## config.mk

```make
export PLATFORM = sky130hd
export DESIGN_NAME = lsu
export DESIGN_NICKNAME = d
export VERILOG_FILES = /design/src/rtl/gpu_pkg.sv /design/src/rtl/lsu_watchdog.sv /design/src/rtl/lsu.sv
export SDC_FILE = /design/constraint.sdc
export NUM_CORES = 1
export LEC_CHECK = 0
export BUFFER_PORTS_ARGS = -buffer_cell sky130_fd_sc_hd__buf_4
export CAP_MARGIN = 20
export CELL_PAD_IN_SITES_DETAIL_PLACEMENT = 1
export CELL_PAD_IN_SITES_GLOBAL_PLACEMENT = 1
export CORE_UTILIZATION = 36
export CTS_CLUSTER_DIAMETER = 80
export DETAILED_ROUTE_END_ITERATION = 10
export PLACE_DENSITY = 0.77
export SETUP_SLACK_MARGIN = 0.05
export SYNTH_ARGS = -nofsm -noshare
export SYNTH_HDL_FRONTEND = slang
export SYNTH_SLANG_ARGS = --single-unit
```

## constraint.sdc

```tcl
create_clock -name clk -period 2.15 [get_ports clk]
set_clock_uncertainty 0.2 [all_clocks]
set_input_delay 0.1075 -clock clk [delete_from_list [all_inputs] [get_ports clk]]
set_output_delay 0.1075 -clock clk [all_outputs]
set_load 0.05 [all_outputs]
```

## src/rtl/gpu_pkg.sv

```systemverilog
// Shared GPU core types: scheduler core states, LSU handshake states, opcodes
// and the default LSU watchdog limit.
package gpu_pkg;

    typedef enum logic [2:0] {
        IDLE    = 3'd0,
        FETCH   = 3'd1,
        DECODE  = 3'd2,
        REQUEST = 3'd3,
        WAIT    = 3'd4,
        EXECUTE = 3'd5,
        UPDATE  = 3'd6,
        DONE    = 3'd7
    } core_state_t;

    typedef enum logic [1:0] {
        LSU_IDLE       = 2'd0,
        LSU_REQUESTING = 2'd1,
        LSU_WAITING    = 2'd2,
        LSU_DONE       = 2'd3
    } lsu_state_t;

    localparam logic [3:0] OPCODE_LDR = 4'b0111;
    localparam logic [3:0] OPCODE_STR = 4'b1000;

    localparam int unsigned LSU_TIMEOUT_DEFAULT = 255;

endpackage

```

## src/rtl/lsu_watchdog.sv

```systemverilog
// Clear/increment counter that flags the cycle on which the increment would
// reach TERMINAL. Used by lsu to bound the WAITING state.
module lsu_watchdog #(
    parameter int unsigned TERMINAL = 255
) (
    input  logic clk,
    input  logic reset,
    input  logic clear,
    input  logic inc,
    output logic expire
);

    localparam int unsigned W = (TERMINAL < 2) ? 1 : $clog2(TERMINAL + 1);

    logic [W-1:0] count;

    assign expire = inc && (count == W'(TERMINAL - 1));

    always_ff @(posedge clk or posedge reset) begin
        if (reset) begin
            count <= '0;
        end else if (clear) begin
            count <= '0;
        end else if (inc) begin
            count <= count + W'(1);
        end
    end

endmodule

```

## src/rtl/lsu.sv

```systemverilog
// Per-thread load/store unit driving the lsu_state_t memory handshake.
// Optional WAITING timeout with lsu_error reporting under `define LSU_TIMEOUT_EN.
module lsu
    import gpu_pkg::*;
#(
    parameter int unsigned DATA_BITS      = 8,
    parameter int unsigned ADDR_BITS      = 8,
    parameter int unsigned TIMEOUT_CYCLES = LSU_TIMEOUT_DEFAULT
) (
    input  logic                 clk,
    input  logic                 reset,
    input  logic                 enable,
    input  logic [2:0]           core_state,
    input  logic                 decoded_mem_read_enable,
    input  logic                 decoded_mem_write_enable,
    input  logic [DATA_BITS-1:0] rs,
    input  logic [DATA_BITS-1:0] rt,
    output logic                 mem_read_valid,
    output logic [ADDR_BITS-1:0] mem_read_address,
    input  logic                 mem_read_ready,
    input  logic [DATA_BITS-1:0] mem_read_data,
    output logic                 mem_write_valid,
    output logic [ADDR_BITS-1:0] mem_write_address,
    output logic [DATA_BITS-1:0] mem_write_data,
    input  logic                 mem_write_ready,
    output logic [1:0]           lsu_state,
    output logic [DATA_BITS-1:0] lsu_out,
    output logic                 lsu_error
);

    lsu_state_t           state, state_d;
    core_state_t          cs;
    logic                 op_read, op_read_d;
    logic                 rvalid_d, wvalid_d;
    logic [ADDR_BITS-1:0] raddr_d, waddr_d;
    logic [DATA_BITS-1:0] wdata_d, out_d;
    logic [ADDR_BITS-1:0] addr_ext;
    logic                 start;
    logic                 ready_hit;
    logic                 in_wait;
    logic                 expire;

    assign cs        = core_state_t'(core_state);
    assign lsu_state = state;
    assign in_wait   = (state == LSU_WAITING);
    // Only the ready matching the outstanding request type counts.
    assign ready_hit = op_read ? mem_read_ready : mem_write_ready;

    if (ADDR_BITS <= DATA_BITS) begin : g_addr_trunc
        assign addr_ext = rs[ADDR_BITS-1:0];
    end else begin : g_addr_zext
        assign addr_ext = {{(ADDR_BITS - DATA_BITS){1'b0}}, rs};
    end

`ifdef LSU_TIMEOUT_EN
    logic error_q;

    lsu_watchdog #(
        .TERMINAL (TIMEOUT_CYCLES)
    ) u_watchdog (
        .clk    (clk),
        .reset  (reset),
        .clear  (state == LSU_REQUESTING),
        .inc    (in_wait && !ready_hit),
        .expire (expire)
    );

    always_ff @(posedge clk or posedge reset) begin
        if (reset) begin
            error_q <= 1'b0;
        end else if (start) begin
            error_q <= 1'b0;
        end else if (in_wait && expire) begin
            error_q <= 1'b1;
        end
    end

    assign lsu_error = error_q;
`else
    assign expire    = 1'b0;
    assign lsu_error = 1'b0;
`endif

    always_comb begin
        state_d   = state;
        op_read_d = op_read;
        rvalid_d  = mem_read_valid;
        wvalid_d  = mem_write_valid;
        raddr_d   = mem_read_address;
        waddr_d   = mem_write_address;
        wdata_d   = mem_write_data;
        out_d     = lsu_out;
        start     = 1'b0;
        case (state)
            LSU_IDLE: begin
                if (enable && cs == REQUEST &&
                    (decoded_mem_read_enable || decoded_mem_write_enable)) begin
                    start     = 1'b1;
                    op_read_d = decoded_mem_read_enable;
                    state_d   = LSU_REQUESTING;
                end
            end
            LSU_REQUESTING: begin
                if (op_read) begin
                    rvalid_d = 1'b1;
                    raddr_d  = addr_ext;
                end else begin
                    wvalid_d = 1'b1;
                    waddr_d  = addr_ext;
                    wdata_d  = rt;
                end
                state_d = LSU_WAITING;
            end
            LSU_WAITING: begin
                // Ready on the expiry edge takes priority over the timeout.
                if (ready_hit) begin
                    rvalid_d = 1'b0;
                    wvalid_d = 1'b0;
                    if (op_read) begin
                        out_d = mem_read_data;
                    end
                    state_d = LSU_DONE;
                end else if (expire) begin
                    rvalid_d = 1'b0;
                    wvalid_d = 1'b0;
                    state_d  = LSU_DONE;
                end
            end
            LSU_DONE: begin
                if (cs == UPDATE) begin
                    state_d = LSU_IDLE;
                end
            end
            default: state_d = LSU_IDLE;
        endcase
    end

    always_ff @(posedge clk or posedge reset) begin
        if (reset) begin
            state             <= LSU_IDLE;
            op_read           <= 1'b0;
            mem_read_valid    <= 1'b0;
            mem_write_valid   <= 1'b0;
            mem_read_address  <= '0;
            mem_write_address <= '0;
            mem_write_data    <= '0;
            lsu_out           <= '0;
        end else begin
            state             <= state_d;
            op_read           <= op_read_d;
            mem_read_valid    <= rvalid_d;
            mem_write_valid   <= wvalid_d;
            mem_read_address  <= raddr_d;
            mem_write_address <= waddr_d;
            mem_write_data    <= wdata_d;
            lsu_out           <= out_d;
        end
    end

endmodule

```

======== Word level (Yosys, flattened, before mapping) ========
Index checks and enable logic that the tools add are counted.
storage, ports and cells
  logic and storage cells ................. 41
  bits of input ports ..................... 34
  register bits after elaboration ......... 37
  output and inout bits ................... 37
operators by class
  mux-type cells .......................... 10
  bitwise operators ....................... 1
  equal/unequal tests ..................... 10
  reduce and logical (&&, ||, !) cells .... 12
operator list
  kind                                                                    count
  3-bit AND reduction                                                     4
  2-bit inequality test (second input constant)                           5
  2-bit one-hot mux with 4 select lines                                   1
  2-bit two-way mux                                                       3
  2-bit AND reduction                                                     3
  2-bit equality test (second input constant)                             2
  1-bit two-way mux                                                       4
  1-bit one-hot mux with 2 select lines                                   2
  3-bit by 2-bit equality test with 1-bit output (second input constant)  1
  3-bit equality test (second input constant)                             1
  2-bit by 1-bit equality test with 1-bit output (second input constant)  1
  1-bit logical AND                                                       2
  2-bit zero test                                                         1
  2-bit nonzero test                                                      1
  1-bit logical OR                                                        1
  1-bit NOT                                                               1

======== Logic depth before layout (Yosys ltp) ========
  word-level depth ........................ 5
  mapped depth ............................ 7

======== Worst setup path before layout ========
Ideal clock, no wire load.
  path kind ............................... reg-to-reg
  start ................................... reg state[1] (netlist: lsu_state[1])
  end ..................................... reg mem_write_address[0]
  arrival time ............................ 1.710 ns
  slack ................................... 0.115 ns
  cell stages (with the launch flop) ...... 7
  required time ........................... 1.825 ns
  cell sequence ........................... dfrtp_1 > inv_1 > ha_1 > nor2b_2 > buf_6 > buf_8 > mux2_4
on the way
  longest elaborated chain between the ends .. 2
ends and longest elaborated chain
  element                                         RTL line    text
  start: declaration                              lsu.sv:31   lsu_state_t state, state_d;
  start signal: assignment                        lsu.sv:149  state <= state_d;
  2-bit by 1-bit equality test with 1-bit output  lsu.sv:94   case (state)
  2-bit AND reduction (no line)                   -
  end signal: assignment                          lsu.sv:154  mem_write_address <= waddr_d;
  end: declaration                                lsu.sv:23   output logic [ADDR_BITS-1:0] mem_write_address,
Every way passes these cells.
A chain may end at the register's enable or synchronous reset.

======== Worst setup path after layout ========
  start ................................... reg state[1] (netlist: lsu_state[1])
  end ..................................... reg mem_write_data[5]
on the way
  longest elaborated chain between the ends .. 2
ends and longest elaborated chain
  element                                         RTL line    text
  2-bit by 1-bit equality test with 1-bit output  lsu.sv:94
  2-bit AND reduction (no line)                   -
  end signal: assignment                          lsu.sv:155  mem_write_data <= wdata_d;
  end: declaration                                lsu.sv:24   output logic [DATA_BITS-1:0] mem_write_data,
Every way passes these cells.

==> impl_metrics.tcl <==
set metrics [dict create \
    synth_top_area_share 0.585 \
    min_from "core_state[0]" \
    cts.htree.levels 2 \
    io_pins 71 \
    first_iter_violations 38 \
    cts.clk_slew.worst_paths_ps 70 \
    die_area_mm2 0.00467 \
    start_kind "flip-flop" \
    synth_area_leaders "dfrtp_1 (58%), mux2_2 (18%), mux2_4 (8.5%)" \
    synth_edf_count 0 \
    tns_ps 0 \
    first_pass_iters 4 \
    hold_viol 0 \
    drcViolationCount 0 \
    worst_path_largest_cell_delay_ps 430 \
    setup_viol 0 \
    nets 243 \
    avgSynthCellArea_um2 15.1 \
    cpMaxStageDelayCell "dfrtp_1" \
    synthDistinctLibCells 22 \
    arrival_ps 1780 \
    drv_cap 0 \
    synthMostInstantiatedCell "dfrtp_1" \
    cts.path.max_buffers 2 \
    overflow 0 \
    rows 23 \
    postSynthCellCount 105 \
    coreArea_mm2 0.00412 \
    antenna_found_initial 0 \
    design_area_mm2 0.00249 \
    clk_latency_ps 280 \
    met2_usage 0.375 \
    power_density_mw_per_mm2 1840 \
    ir_drop_uv 859 \
    ant_nets 0 \
    cts-root-buf "clkbuf_8" \
    grt_start_max_net_pins 38 \
    slew_viol_final 0 \
    async_flop_share 1.00 \
    yosysWarningCount 0 \
    numClockSinks 37 \
    cp_cell_sequence "inv_1 -> ha_1 -> nor2b_2 -> buf_12 -> mux2_2" \
    grt_usage 0.212 \
    routed_wl_mm 4.47 \
    numCtsBuffers 5 \
    syn_to_final_growth_pct 57.5 \
    place_hpwl_mm 3.04 \
    routedWlPerCell_um 17.5 \
    ys_ff_latch 37 \
    vias_per_cell 4.76 \
    finalCriticalPeriod_ps 1820 \
    cp-end-kind "flip-flop" \
    synthFlopType "dfrtp_1" \
    cts_tree "done" \
    use_met1 0.231 \
    place_congestion 0.810 \
    ys_seq_area_frac 0.585 \
    busiest_layer "met2" \
    cts-resized-gates 0 \
    hold_path_class "primary input to flip-flop" \
    yosys-top-cells-count "dfrtp_1 (37), mux2_2 (25), mux2_4 (9)" \
    die_w_um 68.3 \
    reg2reg_from "lsu_state[1]" \
    routed-via-count 1213 \
    num_antenna_cells 0 \
    grt_pass1_vias 1346 \
    cellLeakagePower_nw 1.22 \
    startpoint "lsu_state[1]" \
    drive_above_1_share 0.561 \
    timing.hold.ws_ps 83.0 \
    io_buffers 69 \
    crit_required_ps 2110 \
    max_freq_mhz 551 \
    dpl_cell_area_mm2 0.00215 \
    crit_type "flip-flop to flip-flop" \
    syn-cell-area_mm2 0.00158 \
    grt_setup_unrepaired "no" \
    grt_first_pass_wirelength_mm 6.88 \
    synth_largest_area_cell "dfrtp_1" \
    period_share 0.845 \
    met3_usage 0.0767 \
    crit_fanout 18 \
    syn_nets 143 \
    die_h_um 68.3 \
    status "completed" \
    start_util 0.385 \
]
layout make-up:
| cell class | instances | area (um2) |
|---|---|---|
| tap | 50 | 62.6 |
| sequential | 37 | 926 |
| inverter | 4 | 15.0 |
| clock buffer | 7 | 86.3 |
| multi-input combinational | 60 | 597 |
| timing repair buffer | 97 | 806 |
| fill | 428 | 1620 |
flip-flops by register name, indices dropped and copies added (netlist names):
register and flops:
lsu_state 2, mem_read_address 8, mem_write_address 8, mem_write_valid 1, lsu_out 8, mem_read_valid 1
op_read 1, mem_write_data 8
what timing repair did:
item,CTS,global route
hold endpoints to repair,70,0
buffers inserted,0,0
hold buffers,26,0
layout by cell type, fill, tap and decap left out, drive strengths merged:
cell type,synthesis,layout
ha,4,4
dfrtp,37,37
o22ai,1,1
nor2,4,4
mux2i,1,1
a21oi,2,2
mux2,34,34
dlygate4sd3,0,26
o21ai,2,2
conb,1,1
clkbuf,0,7
nor2b,1,1
nand4b,1,1
nand3,2,2
nand2,5,5
o2bb2ai,1,1
a22oi,1,1
inv,4,4
buf,4,71
worst max-delay path: cells and delay by family, from the launching register on:
kind	cells	cell delay, ps
and+or+nand+nor	1	200
buffers and inverters	2	300
DFF	1	430
adders and majority gates	1	210
muxes	1	360
final timing paths:
check / endpoint / slack (ps) / depth (start not counted)
max: mem_write_data[5] / 330 / 5
min: lsu_state[0] / 80 / 3
max reg2reg: mem_write_data[5] / 330 / 5
min reg2reg: mem_read_address[6] / 310 / 1
max in group asynchronous: lsu_out[0] / 1110 / 4
min in group asynchronous: lsu_out[7] / 310 / 4
power breakdown:
group	switching (mW)	internal, mW	leakage, nW	total, mW
registers	0.242	1.06	0.443	1.30
clock network	0.229	0.254	0.0443	0.483
logic	1.77	1.03	0.729	2.80
total	2.24	2.34	1.22	4.58
through the flow:
step	worst slack (ps)	cells	total power [mW]	util
after floorplan	115	105	3.24	-
after global placement	451	222	3.95	0.521
after detailed placement	364	222	4.06	0.521
after CTS	328	255	4.60	0.606
after global routing	278	255	4.80	0.606
final	334	255	4.58	0.606
metal layers:
metal,up-vias,routed length (um)
met2,39,2470
met3,4,256
met1,613,1700
met4,0,38
li1,557,-
met5,-,0
logic make-up (layout without fill, tap and decap cells):
kind of cell               count (synthesis)  after routing  synth area share
other                                      1              1           0.00237
and+or+nand+nor                           13             13            0.0466
buffers and inverters                      8            108            0.0379
muxes                                     35             35             0.270
DFF                                       37             37             0.585
adders and majority gates                  4              4            0.0316
AOI/OAI and AO/OA                          7              7            0.0269
No activity file was read; power rests on OpenSTA's default activity.
